$ cat config.mk
export PLATFORM = sky130hd
export DESIGN_NAME = alu_cmd_driver
export DESIGN_NICKNAME = d
export VERILOG_FILES = /design/src/rtl/alu_pkg.sv /design/src/rtl/cmd_fifo.sv /design/src/rtl/alu_cmd_driver.sv
export SDC_FILE = /design/constraint.sdc
export NUM_CORES = 1
export LEC_CHECK = 0
export CAP_MARGIN = 30
export CORE_ASPECT_RATIO = 1.4
export CORE_UTILIZATION = 48
export CTS_CLUSTER_DIAMETER = 200
export DETAILED_ROUTE_END_ITERATION = 6
export PLACE_DENSITY = 0.8
export SETUP_SLACK_MARGIN = 0.05
export SYNTH_ARGS = -nofsm -noshare
export SYNTH_HDL_FRONTEND = slang
export SYNTH_SLANG_ARGS = --single-unit
$ cat constraint.sdc
create_clock -name clk -period 5.4 [get_ports clk]
set_input_delay 0.81 -clock clk [delete_from_list [all_inputs] [get_ports clk]]
set_output_delay 0.81 -clock clk [all_outputs]
set_load 0.01 [all_outputs]
$ cat src/rtl/alu_pkg.sv
// Shared definitions for the ALU command driver: select codes, FSM states, command layout.
package alu_pkg;

  localparam logic [2:0] ALU_ADD = 3'b000;
  localparam logic [2:0] ALU_SUB = 3'b001;
  localparam logic [2:0] ALU_NOT = 3'b010;
  localparam logic [2:0] ALU_AND = 3'b011;
  localparam logic [2:0] ALU_OR  = 3'b100;
  localparam logic [2:0] ALU_XOR = 3'b101;
  localparam logic [2:0] ALU_LT  = 3'b110;
  localparam logic [2:0] ALU_EQ  = 3'b111;

  typedef enum logic [1:0] {
    S_IDLE    = 2'd0,
    S_CAPTURE = 2'd1,
    S_RESP    = 2'd2
  } state_t;

  typedef struct packed {
    logic [2:0] sel;
    logic [3:0] a;
    logic [3:0] b;
    logic       use_acc;
    logic       wb;
  } cmd_t;

  localparam int CMD_W = $bits(cmd_t);

  // Carry/overflow are only meaningful for ADD and SUB; other ops leave them stale.
  function automatic logic sel_has_flags(input logic [2:0] sel);
    return (sel == ALU_ADD) || (sel == ALU_SUB);
  endfunction

endpackage

$ cat src/rtl/cmd_fifo.sv
// Synchronous FIFO with registered occupancy count; pushes when full and pops when empty are ignored.
module cmd_fifo #(
  parameter int WIDTH = 13,
  parameter int DEPTH = 4
) (
  input  logic             clk,
  input  logic             rst,
  input  logic             push,
  input  logic [WIDTH-1:0] wdata,
  input  logic             pop,
  output logic [WIDTH-1:0] rdata,
  output logic             full,
  output logic             empty
);

  localparam int AW = $clog2(DEPTH);
  localparam logic [AW:0] FULL_CNT = (AW + 1)'(DEPTH);

  logic [WIDTH-1:0] mem [DEPTH];
  logic [AW-1:0]    wr_ptr;
  logic [AW-1:0]    rd_ptr;
  logic [AW:0]      count;
  logic             do_push;
  logic             do_pop;

  assign full    = (count == FULL_CNT);
  assign empty   = (count == '0);
  assign do_push = push && !full;
  assign do_pop  = pop && !empty;
  assign rdata   = mem[rd_ptr];

  always_ff @(posedge clk) begin
    if (do_push) mem[wr_ptr] <= wdata;
  end

  always_ff @(posedge clk) begin
    if (rst) begin
      wr_ptr <= '0;
      rd_ptr <= '0;
      count  <= '0;
    end else begin
      if (do_push) wr_ptr <= wr_ptr + 1'b1;
      if (do_pop)  rd_ptr <= rd_ptr + 1'b1;
      case ({do_push, do_pop})
        2'b10:   count <= count + 1'b1;
        2'b01:   count <= count - 1'b1;
        default: count <= count;
      endcase
    end
  end

endmodule

$ cat src/rtl/alu_cmd_driver.sv
// Queues ALU commands, issues them one at a time through registered operands,
// and returns the captured result/flags over a valid/ready response stream.
module alu_cmd_driver
  import alu_pkg::*;
#(
  parameter int DEPTH = 4
) (
  input  logic       clk,
  input  logic       rst,
  input  logic       cmd_valid,
  output logic       cmd_ready,
  input  logic [2:0] cmd_sel,
  input  logic [3:0] cmd_a,
  input  logic [3:0] cmd_b,
  input  logic       cmd_use_acc,
  input  logic       cmd_wb,
  output logic       rsp_valid,
  input  logic       rsp_ready,
  output logic [3:0] rsp_out,
  output logic       rsp_cf,
  output logic       rsp_of,
  output logic       rsp_zf,
  output logic [3:0] alu_a,
  output logic [3:0] alu_b,
  output logic [2:0] alu_sel,
  input  logic [3:0] alu_out,
  input  logic       alu_cf,
  input  logic       alu_of,
  input  logic       alu_zf,
  output logic [3:0] acc,
  output logic [7:0] op_cnt
);

  cmd_t               new_cmd;
  cmd_t               head;
  logic [CMD_W-1:0]   head_bits;
  logic               fifo_full;
  logic               fifo_empty;
  logic               pop;
  logic               wb_q;
  state_t             state;
  state_t             state_nxt;

  assign new_cmd   = '{sel: cmd_sel, a: cmd_a, b: cmd_b, use_acc: cmd_use_acc, wb: cmd_wb};
  assign head      = cmd_t'(head_bits);
  assign cmd_ready = !fifo_full;

  cmd_fifo #(
    .WIDTH (CMD_W),
    .DEPTH (DEPTH)
  ) u_fifo (
    .clk   (clk),
    .rst   (rst),
    .push  (cmd_valid),
    .wdata (new_cmd),
    .pop   (pop),
    .rdata (head_bits),
    .full  (fifo_full),
    .empty (fifo_empty)
  );

  always_ff @(posedge clk) begin
    if (rst) state <= S_IDLE;
    else     state <= state_nxt;
  end

  always_comb begin
    state_nxt = state;
    pop       = 1'b0;
    case (state)
      S_IDLE: begin
        if (!fifo_empty) begin
          pop       = 1'b1;
          state_nxt = S_CAPTURE;
        end
      end
      S_CAPTURE: state_nxt = S_RESP;
      S_RESP:    if (rsp_ready) state_nxt = S_IDLE;
      default:   state_nxt = S_IDLE;
    endcase
  end

  always_ff @(posedge clk) begin
    if (rst) begin
      alu_a     <= '0;
      alu_b     <= '0;
      alu_sel   <= '0;
      wb_q      <= 1'b0;
      rsp_valid <= 1'b0;
      rsp_out   <= '0;
      rsp_cf    <= 1'b0;
      rsp_of    <= 1'b0;
      rsp_zf    <= 1'b0;
      acc       <= '0;
      op_cnt    <= '0;
    end else begin
      case (state)
        S_IDLE: begin
          if (pop) begin
            alu_sel <= head.sel;
            alu_b   <= head.b;
            alu_a   <= head.use_acc ? acc : head.a;
            wb_q    <= head.wb;
          end
        end
        S_CAPTURE: begin
          rsp_out   <= alu_out;
          rsp_zf    <= alu_zf;
          rsp_cf    <= sel_has_flags(alu_sel) && alu_cf;
          rsp_of    <= sel_has_flags(alu_sel) && alu_of;
          rsp_valid <= 1'b1;
          if (wb_q) acc <= alu_out;
        end
        S_RESP: begin
          if (rsp_ready) begin
            rsp_valid <= 1'b0;
            if (op_cnt != 8'hFF) op_cnt <= op_cnt + 8'd1;
          end
        end
        default: ;
      endcase
    end
  end

endmodule

* Word-level counts from Yosys, hierarchy flattened *
Memory sizes are Yosys's and may differ from the RTL's. A register that Yosys moved wholly into a read port is not among the register bits.
Index checks and enable logic that the tools add are counted.
Widths: inputs -> output; s select.

operators by class
  $add $sub $neg = 5
  muxes and demuxes = 13
  equality and inequality tests = 9
  reductions and logical operators = 17

operator list
  operator             number
  $add 8x1->8 const B  1
  $mux 2               4
  $ne 8x8->1 const B   1
  $reduce_and 2->1     4
  $logic_not 3->1      2
  $pmux 2 s3           1
  $pmux 3 s2           1
  $mux 1               5
  $add 2x1->2 const B  2
  $eq 2x1->1 const B   2
  $eq 2x2->1 const B   2
  $logic_and 1x1->1    4
  $mux 4               1
  $ne 2x2->1 const B   2
  $reduce_bool 2->1    2
  $add 3x1->3 const B  1
  $eq 3x1->1 const B   1
  $eq 3x3->1 const B   1
  $reduce_and 3->1     1
  $sub 3x1->3 const B  1
  $logic_not 1->1      2
  $logic_not 2->1      1
  $pmux 1 s2           1
  $logic_or 1x1->1     1

storage, ports and cells
  RAM bits = 52
  register bits after elaboration = 41
  memories kept = 1
  output and inout port bits = 32

memory list
  name        words  width  read ports  clocked after Yosys merged registers in  write ports  line            text
  u_fifo.mem  4      13     1           1                                        1            cmd_fifo.sv:19  logic [WIDTH-1:0] mem [DEPTH];

* Depth between registers and ports, before layout *
Gate-level depths: netlist of run 1.

  depth after elaboration = 6
  gate-level depth with buffers = 11

* Cells and area by module *
From an unflattened synthesis of run 1, not the netlist that was laid out.

unflattened totals
  cells, all modules = 281
  area total of the unflattened synthesis = 3751.1 sq um

modules (own cells, without submodules)
  module          cells each  area an instance (sq um)  times used
  cmd_fifo        121         2354.8                    1
  alu_cmd_driver  160         1396.3                    1

* Worst setup path after synthesis of run 1 *
No wires, ideal clock.

  path kind = register -> register
  from = register u_fifo.count[0]
  to = register u_fifo.count[2]
  path buffers = 2
  stages on the path, launching flop included = 12
  required time = 5330 ps
  library setup time = 70 ps
  arrival time = 2294 ps
  slack = 3036 ps
  cells stage by stage = dfxtp_1 nor3_1 or3_1 buf_2 inv_4 buf_4 ha_1 inv_1 fa_1 xor2_1 or3_1 a21oi_1

on the way
  longest elaborated chain between the ends = 6
  elaborated cells on any way between the ends = 14
  those cells by class = 2 x add/sub; 3 x eq/ne; 3 x mux; 6 x reduce/logical

ends and longest elaborated chain
  what                                                    line                  text
  start, declared                                         cmd_fifo.sv:22        logic [AW:0] count;
  start signal, assigned                                  cmd_fifo.sv:45        2'b10: count <= count + 1'b1;
  start signal, assigned                                  cmd_fifo.sv:46        2'b01: count <= count - 1'b1;
  start signal, assigned                                  cmd_fifo.sv:47        default: count <= count;
  $logic_not 3->1                                         cmd_fifo.sv:27        assign empty = (count == '0);
  $mux 1                                                  alu_cmd_driver.sv:72  if (!fifo_empty) begin
  $mux 1                                                  alu_cmd_driver.sv:70  case (state)
  $logic_and 1x1->1                                       cmd_fifo.sv:29        assign do_pop = pop && !empty;
  $eq 2x1->1 / $eq 2x2->1 (equally long branches)         cmd_fifo.sv:44        case ({do_push, do_pop})
  $pmux 3 s2 / $reduce_bool 2->1 (equally long branches)  --

Several ways; a longest one is shown, not always the timed one.
A chain may end at the register's enable or synchronous reset.

* Final worst setup path of run 1 *
Same ends and word-level chain as after synthesis.

==> results of run 1 <==
state kept, by name, summed over array words and instances (netlist names), 3 cells and up, named ones only:
| signal | cells |
|---|---|
| u_fifo.mem | 52 |
| rsp_out | 4 |
| alu_a | 4 |
| alu_b | 4 |
| alu_sel | 3 |
| op_cnt | 8 |
| u_fifo.count | 3 |
| acc | 4 |
layer usage:
| layer | global-route usage (%) | part of all wire [%] | wire length [µm] | up-vias |
|---|---|---|---|---|
| met3 | 2.89 | 3.7 | 228 | 10 |
| met2 | 27.9 | 52 | 3160 | 64 |
| li1 | - | - | - | 1098 |
| met5 | 0 | 0 | 0 | - |
| met1 | 20.1 | 42 | 2560 | 1077 |
| met4 | 10.3 | 2.6 | 161 | 0 |
cell type report:
type	instances	area [µm²]	share of cell area (%)
Clock buffer	9	124	2.77
Timing Repair Buffer	56	558	12.5
Inverter	8	32.5	0.728
Multi-Input combinational cell	157	1140	25.6
Sequential cell	95	2420	54.2
Tap cell	97	121	2.71
Clock inverter	6	70.1	1.57
report_power, final:
part	internal [mW]	total, mW	switching (mW)
Combinational	0.282	0.561	0.279
Sequential	0.888	0.979	0.0913
Clock	0.213	0.453	0.240
through the flow:
| step | std cells | power, mW | area [µm²] | setup WS, ns | utilization, % |
|---|---|---|---|---|---|
| after floorplan | 271 | 1.36 | 3650 | 3.04 | - |
| after global placement | 413 | 1.54 | 4280 | 2.64 | 58.1 |
| after detailed placement | 413 | 1.57 | 4280 | 2.54 | 58.1 |
| after CTS | 428 | 2.02 | 4470 | 2.80 | 60.7 |
| after global routing | 428 | 2.12 | 4470 | 2.66 | 60.7 |
| final | 428 | 1.99 | 4470 | 2.82 | 60.7 |
kinds of logic (layout without fill, tap and decap cells):
kind of cell	Yosys count	after routing	share of synthesized area (%)
xor+xnor	8	8	1.92
buf+inv	19	79	2.26
compound gates	38	38	6.07
simple gates	86	86	11.3
mux	18	18	9.40
flops	95	95	66.4
fa+ha+maj	7	7	2.61
worst max path at each step:
stage                         start  cells after the start  slack (ns)               to
finish              u_fifo.count[0]                      9        2.82  u_fifo.count[2]
global route        u_fifo.count[0]                      9        2.66  u_fifo.count[2]
CTS                 u_fifo.count[0]                      9        2.80  u_fifo.count[2]
detailed placement        cmd_valid                      9        2.54  u_fifo.count[2]
global placement          cmd_valid                      9        2.64  u_fifo.count[2]
floorplan           u_fifo.count[0]                     11        3.04  u_fifo.count[2]
Yosys cell counts (2+ instances only):
master and n:
edfxtp_1 52, or4_1 2, a22oi_1 2, nor3_1 3, xor2_1 5, xnor2_1 3, ha_1 6, and3_1 5
dfxtp_1 43, nand3_1 8, clkbuf_1 7, a211oi_1 4, buf_4 2, o31ai_1 2, o21ai_0 3, a21oi_1 26
inv_1 6, mux2i_1 5, nor2_1 18, nand2_1 35, or3_1 4, mux4_2 13, and2_1 2
worst min-delay path, delay by kind of cell, from the launching register on:
family	cells	cell delay (ns)
compound gates	1	0.05
flops	1	0.32
simple gates	1	0.05
==> out/results.tsv, run 1 <==
stage	metric	value	unit
status	status	finished, final reports clean	
logic_synthesis	Syn Area/Cell	13.5	µm²
clock_network	post_cts resized	0	
worst_hold_path	worst hold path endpoint	rsp_out[0]	
critical_path	endpoint type of the worst setup path	register	
worst_hold_path	hold path startpoint	rsp_out[0]	
sta	min Tclk post-route	2.58	ns
critical_path	WP data required	5.69	ns
finish	commonest non-fill, non-tap cells in the layout	clkdlybuf4s50_1 (55), edfxtp_1 (52), dfxtp_1 (43)	
clock_network	cts hold-fix bufs	0	
sta	final setup fails	0	
logic_synthesis	Yosys cell types	38	
critical_path	Crit path buffers/inverters	2	
logic_synthesis	leading register cell type out of synthesis	edfxtp_1	
sta	hold slack	0.458	ns
logic_synthesis	Yosys reg bits	95	
clock_network	Num Clock Sinks	95	
sta	final number of max-transition violations	0	
sta	f_max	387	MHz
critical_path	setup slack, reg-to-reg	2.82	ns
route	post-route DRC violation count	0	
route	initial detailed-routing violation count	105	
clock_network	Post-CTS Setup Repair Bufs	0	
logic_synthesis	Cells after Synth	271	
route	via count	2249	
clock_network	Reg clk slew, reported paths	0.08	ns
route	DR pass1 iterations	4	
logic_synthesis	Net Count, Synth	302	
power_and_ir_drop	Peak VDD IR	0.159	mV
critical_path	critical-path cell list	nor3_1 -> or3_1 -> inv_4 -> ha_1 -> inv_1 -> fa_1 -> xor2_1 -> or3_1 -> a21oi_1	
logic_synthesis	synth warn	0	
logic_synthesis	register area share after synthesis	66.4	%
placed_design	IO buf count	55	
critical_path	crit path kind	reg -> reg	
floorplan	die area	0.00796	mm²
sta	worst setup skew after layout	0.0109	ns
finish	layout cell share with drive strength beyond 1	10.6	%
finish	ANT cells	0	
sta	Setup Total Neg Slack	0	ns
critical_path	startpoint types	register	
critical_path	reg2reg start	u_fifo.count[0]	
finish	nets@finish	358	
route	DRT Wirelength	6110	µm
logic_synthesis	Post-synth ARST share	0	%
sta	RSZ-0062 raised after global routing	no	
critical_path	cell family with most CP delay	simple AND/OR/NAND/NOR gates	
sta	worst slew pin tran	0.869	ns
route	Routed Antenna Nets	0	
finish	synth-to-layout area growth	22.6	%
floorplan	io pins	56	
critical_path	Crit path top cell by count	or3_1	
job	Max-cap violations	0	
power_and_ir_drop	pwr/cell area	446	mW/mm²
logic_synthesis	number of synthesized flops with an enable pin	52	
finish	commonest non-fill, non-tap cell in the layout	clkdlybuf4s50_1	
logic_synthesis	synthesized area	0.00365	mm²
power_and_ir_drop	leakage power	1.51	nW
logic_synthesis	Yosys top cell by area	edfxtp_1	
route	vias per cell	5.25	
placed_design	GP Congestion	0.730	
floorplan	core footprint	0.00736	mm²
grt	antenna violations before repair	0	
worst_hold_path	Worst Hold Class	reg -> reg	
critical_path	slowest CP cell	or3_1	
route	wire per inst	14.3	µm
worst_hold_path	Hold Path Stages	2	
grt	first-pass GRT wire length	9800	µm
clock_network	CTS H-tree depth	3	
critical_path	crit-path max FO	18	
critical_path	slowest stage delay, CP	0.49	ns
clock_network	root buf cell	clkbuf_8	
sta	Worst slew margin	42.0	%
grt	vias in the first global route	2127	
clock_network	CTS max path bufs	2	
sta	Hold Violations, Final	0	
grt	GRT Total Usage	17.0	%
clock_network	clock tree from TritonCTS	done	
clock_network	clock latency on the worst-skew pair	0.35	ns
critical_path	arrival time worst endpoint	2.87	ns
grt	largest net degree at the start of global routing	43	
logic_synthesis	top post-synthesis cells by area	edfxtp_1 (43%), dfxtp_1 (24%), mux4_2 (8.0%)	
floorplan	height of the die	105	µm
critical_path	R2R cell count	9	
sta	Tcrit/Tclk final	47.8	%
grt	Overflow after GRT	0	
floorplan	chip width	75.7	µm
finish	Fillers	552	
critical_path	reg2reg end	u_fifo.count[2]	
floorplan	row cnt	37	
floorplan	Initial Util	49.5	%
logic_synthesis	Synth top area share	42.8	%
clock_network	total CTS buffers	9	
placed_design	DP Wirelength	4270	µm
Note: power is estimated with default switching activity, not from simulation.
==> inputs of run 2 (changes only) <==
- PLACE_DENSITY: 0.8 -> 0.83
- clock period: 5.4 -> 2.1 ns (I/O delays scaled with it)
==> run 2 against run 1 <==
Against the previous run:
- sequential share of layout area shrank 1.9 points
- routed wire length grew 5.2%
- global-route usage grew 1.5 points
- final area grew 3.9%
- fmax grew 24%
- die area is the same
- register-to-register slack lost 2.8 ns
- clock power grew to 2.6 times the previous value
- setup slack lost 2.8 ns
- clock-buffer cell count grew 1
==> out/results.tsv, run 2 (synthesis results as in run 1) <==
stage	metric	value	unit
critical_path	startpoint types	register	
route	DRT Wirelength	6430	µm
job	Max-cap violations	0	
route	wire per inst	14.3	µm
grt	largest net degree at the start of global routing	43	
clock_network	root buf cell	clkbuf_8	
critical_path	setup slack, reg-to-reg	0.01	ns
worst_hold_path	worst hold path endpoint	alu_b[2]	
grt	antenna violations before repair	0	
critical_path	R2R cell count	9	
clock_network	Reg clk slew, reported paths	0.09	ns
sta	worst slew pin tran	0.474	ns
sta	hold slack	0.459	ns
worst_hold_path	Hold Path Stages	2	
sta	RSZ-0062 raised after global routing	yes	
finish	Regs by FF count	u_fifo.mem: 52 flops, op_cnt: 8 flops	
critical_path	WP data required	2.40	ns
clock_network	total CTS buffers	9	
sta	Tcrit/Tclk final	99.4	%
critical_path	crit path kind	reg -> reg	
finish	nets@finish	377	
critical_path	crit-path max FO	3	
placed_design	IO buf count	55	
finish	fin util	63.1	%
critical_path	slowest stage delay, CP	0.39	ns
floorplan	height of the die	105	µm
critical_path	arrival time worst endpoint	2.38	ns
sta	final setup fails	0	
worst_hold_path	Worst Hold Class	reg -> reg	
worst_hold_path	hold path startpoint	alu_b[2]	
finish	ANT cells	0	
power_and_ir_drop	Power Total	5.41	mW
route	via count	2304	
floorplan	io pins	56	
floorplan	row cnt	37	
route	DR pass1 iterations	4	
route	post-route DRC violation count	0	
clock_network	clock latency on the worst-skew pair	0.36	ns
power_and_ir_drop	pwr/cell area	1160	mW/mm²
grt	vias in the first global route	2337	
floorplan	Initial Util	49.5	%
status	status	finished, final reports clean	
placed_design	GP Congestion	0.795	
finish	layout cell share with drive strength beyond 1	17.7	%
power_and_ir_drop	leakage power	1.62	nW
grt	Overflow after GRT	0	
sta	f_max	479	MHz
sta	worst setup skew after layout	0.00698	ns
critical_path	endpoint type of the worst setup path	register	
floorplan	chip width	75.7	µm
finish	commonest non-fill, non-tap cell in the layout	clkdlybuf4s50_1	
route	initial detailed-routing violation count	155	
sta	Setup Total Neg Slack	0	ns
power_and_ir_drop	Peak VDD IR	0.499	mV
route	Routed Antenna Nets	0	
sta	Worst slew margin	67.9	%
sta	min Tclk post-route	2.09	ns
critical_path	reg2reg end	u_fifo.count[2]	
finish	synth-to-layout area growth	27.4	%
critical_path	critical-path cell list	or3b_4 -> and2_4 -> inv_4 -> ha_4 -> inv_2 -> fa_2 -> xor2_1 -> or3_1 -> a21oi_1	
finish	max reg flops	52	
floorplan	core footprint	0.00736	mm²
placed_design	DP Wirelength	4570	µm
finish	commonest non-fill, non-tap cells in the layout	clkdlybuf4s50_1 (54), edfxtp_1 (52), dfxtp_1 (39)	
clock_network	cts hold-fix bufs	0	
critical_path	Crit path buffers/inverters	2	
finish	Largest Register	u_fifo.mem	
critical_path	cell family with most CP delay	simple AND/OR/NAND/NOR gates	
critical_path	slowest CP cell	or3b_4	
route	vias per cell	5.14	
grt	GRT Total Usage	18.5	%
floorplan	die area	0.00796	mm²
clock_network	clock tree from TritonCTS	done	
critical_path	reg2reg start	u_fifo.count[0]	
clock_network	CTS H-tree depth	3	
clock_network	Num Clock Sinks	95	
clock_network	CTS max path bufs	2	
sta	final number of max-transition violations	0	
sta	Hold Violations, Final	0	
grt	first-pass GRT wire length	10600	µm
run 2: cell count changes in the layout (fill, tap and decap cells not counted), moves of 2 or more:
cell        delta
buf_4         +19
dfxtp_1        -4
dfxtp_2        +4
inv_6          +3
clkinvlp_4     -2
run 2: final cells by class:
class / count / area, µm²
sequential: 95 / 2430
fill: 535 / 2710
tap: 97 / 121
clock inverter: 6 / 67.6
timing repair buffer: 75 / 703
inverter: 8 / 37.5
multi-input combinational: 157 / 1160
clock buffer: 10 / 128
run 2: per-stage QoR:
| stage | area [µm²] | setup WS [ns] | cells |
|---|---|---|---|
| after detailed placement | 4420 | -0.0712 | 429 |
| after CTS | 4640 | -0.00170 | 448 |
| final | 4650 | 0.0133 | 448 |
| after floorplan | 3680 | -0.0658 | 271 |
| after global routing | 4650 | -0.0631 | 448 |
| after global placement | 4420 | -0.0194 | 429 |
run 2: tightest hold or removal path: cells and delay by family, from the launching register on:
family,cells,cell delay (ns)
flip-flops,1,0.32
AO/OA/AOI/OAI,1,0.05
AND/OR/NAND/NOR,1,0.05
run 2: what timing repair did:
| action | 4_1_cts | 5_1_grt |
|---|---|---|
| gates resized for setup | 4 | 1 |
| setup endpoints to repair | 3 | 2 |
| setup buffers | 3 | 0 |
| pin swaps | 3 | 1 |
run 2: how the worst max path moves through the flow:
stage,startpoint,end,slack [ns],cells past startpoint
after detailed placement,u_fifo.count[2],u_fifo.count[2],-0.07,9
after floorplan,u_fifo.count[0],u_fifo.count[2],-0.07,11
final,u_fifo.count[0],u_fifo.count[2],0.01,9
after global placement,cmd_valid,u_fifo.count[2],-0.02,9
after CTS,u_fifo.count[0],u_fifo.count[2],-0.002,9
after global routing,u_fifo.count[2],u_fifo.count[2],-0.06,9
run 2: per-layer routing:
layer	vias to the layer above	share of wire, %	GRT usage [%]
met5	-	0	0
li1	1135	-	-
met2	63	52	30.7
met4	0	2.8	11.6
met1	1093	41	20.4
met3	13	4.3	4.53
run 2: power by group:
part	internal [mW]	total (mW)	switching [mW]	leakage, nW
Combinational	0.903	1.75	0.852	0.694
Sequential	2.29	2.46	0.175	0.829
Clock	0.559	1.19	0.631	0.0953
Total	3.75	5.41	1.66	1.62
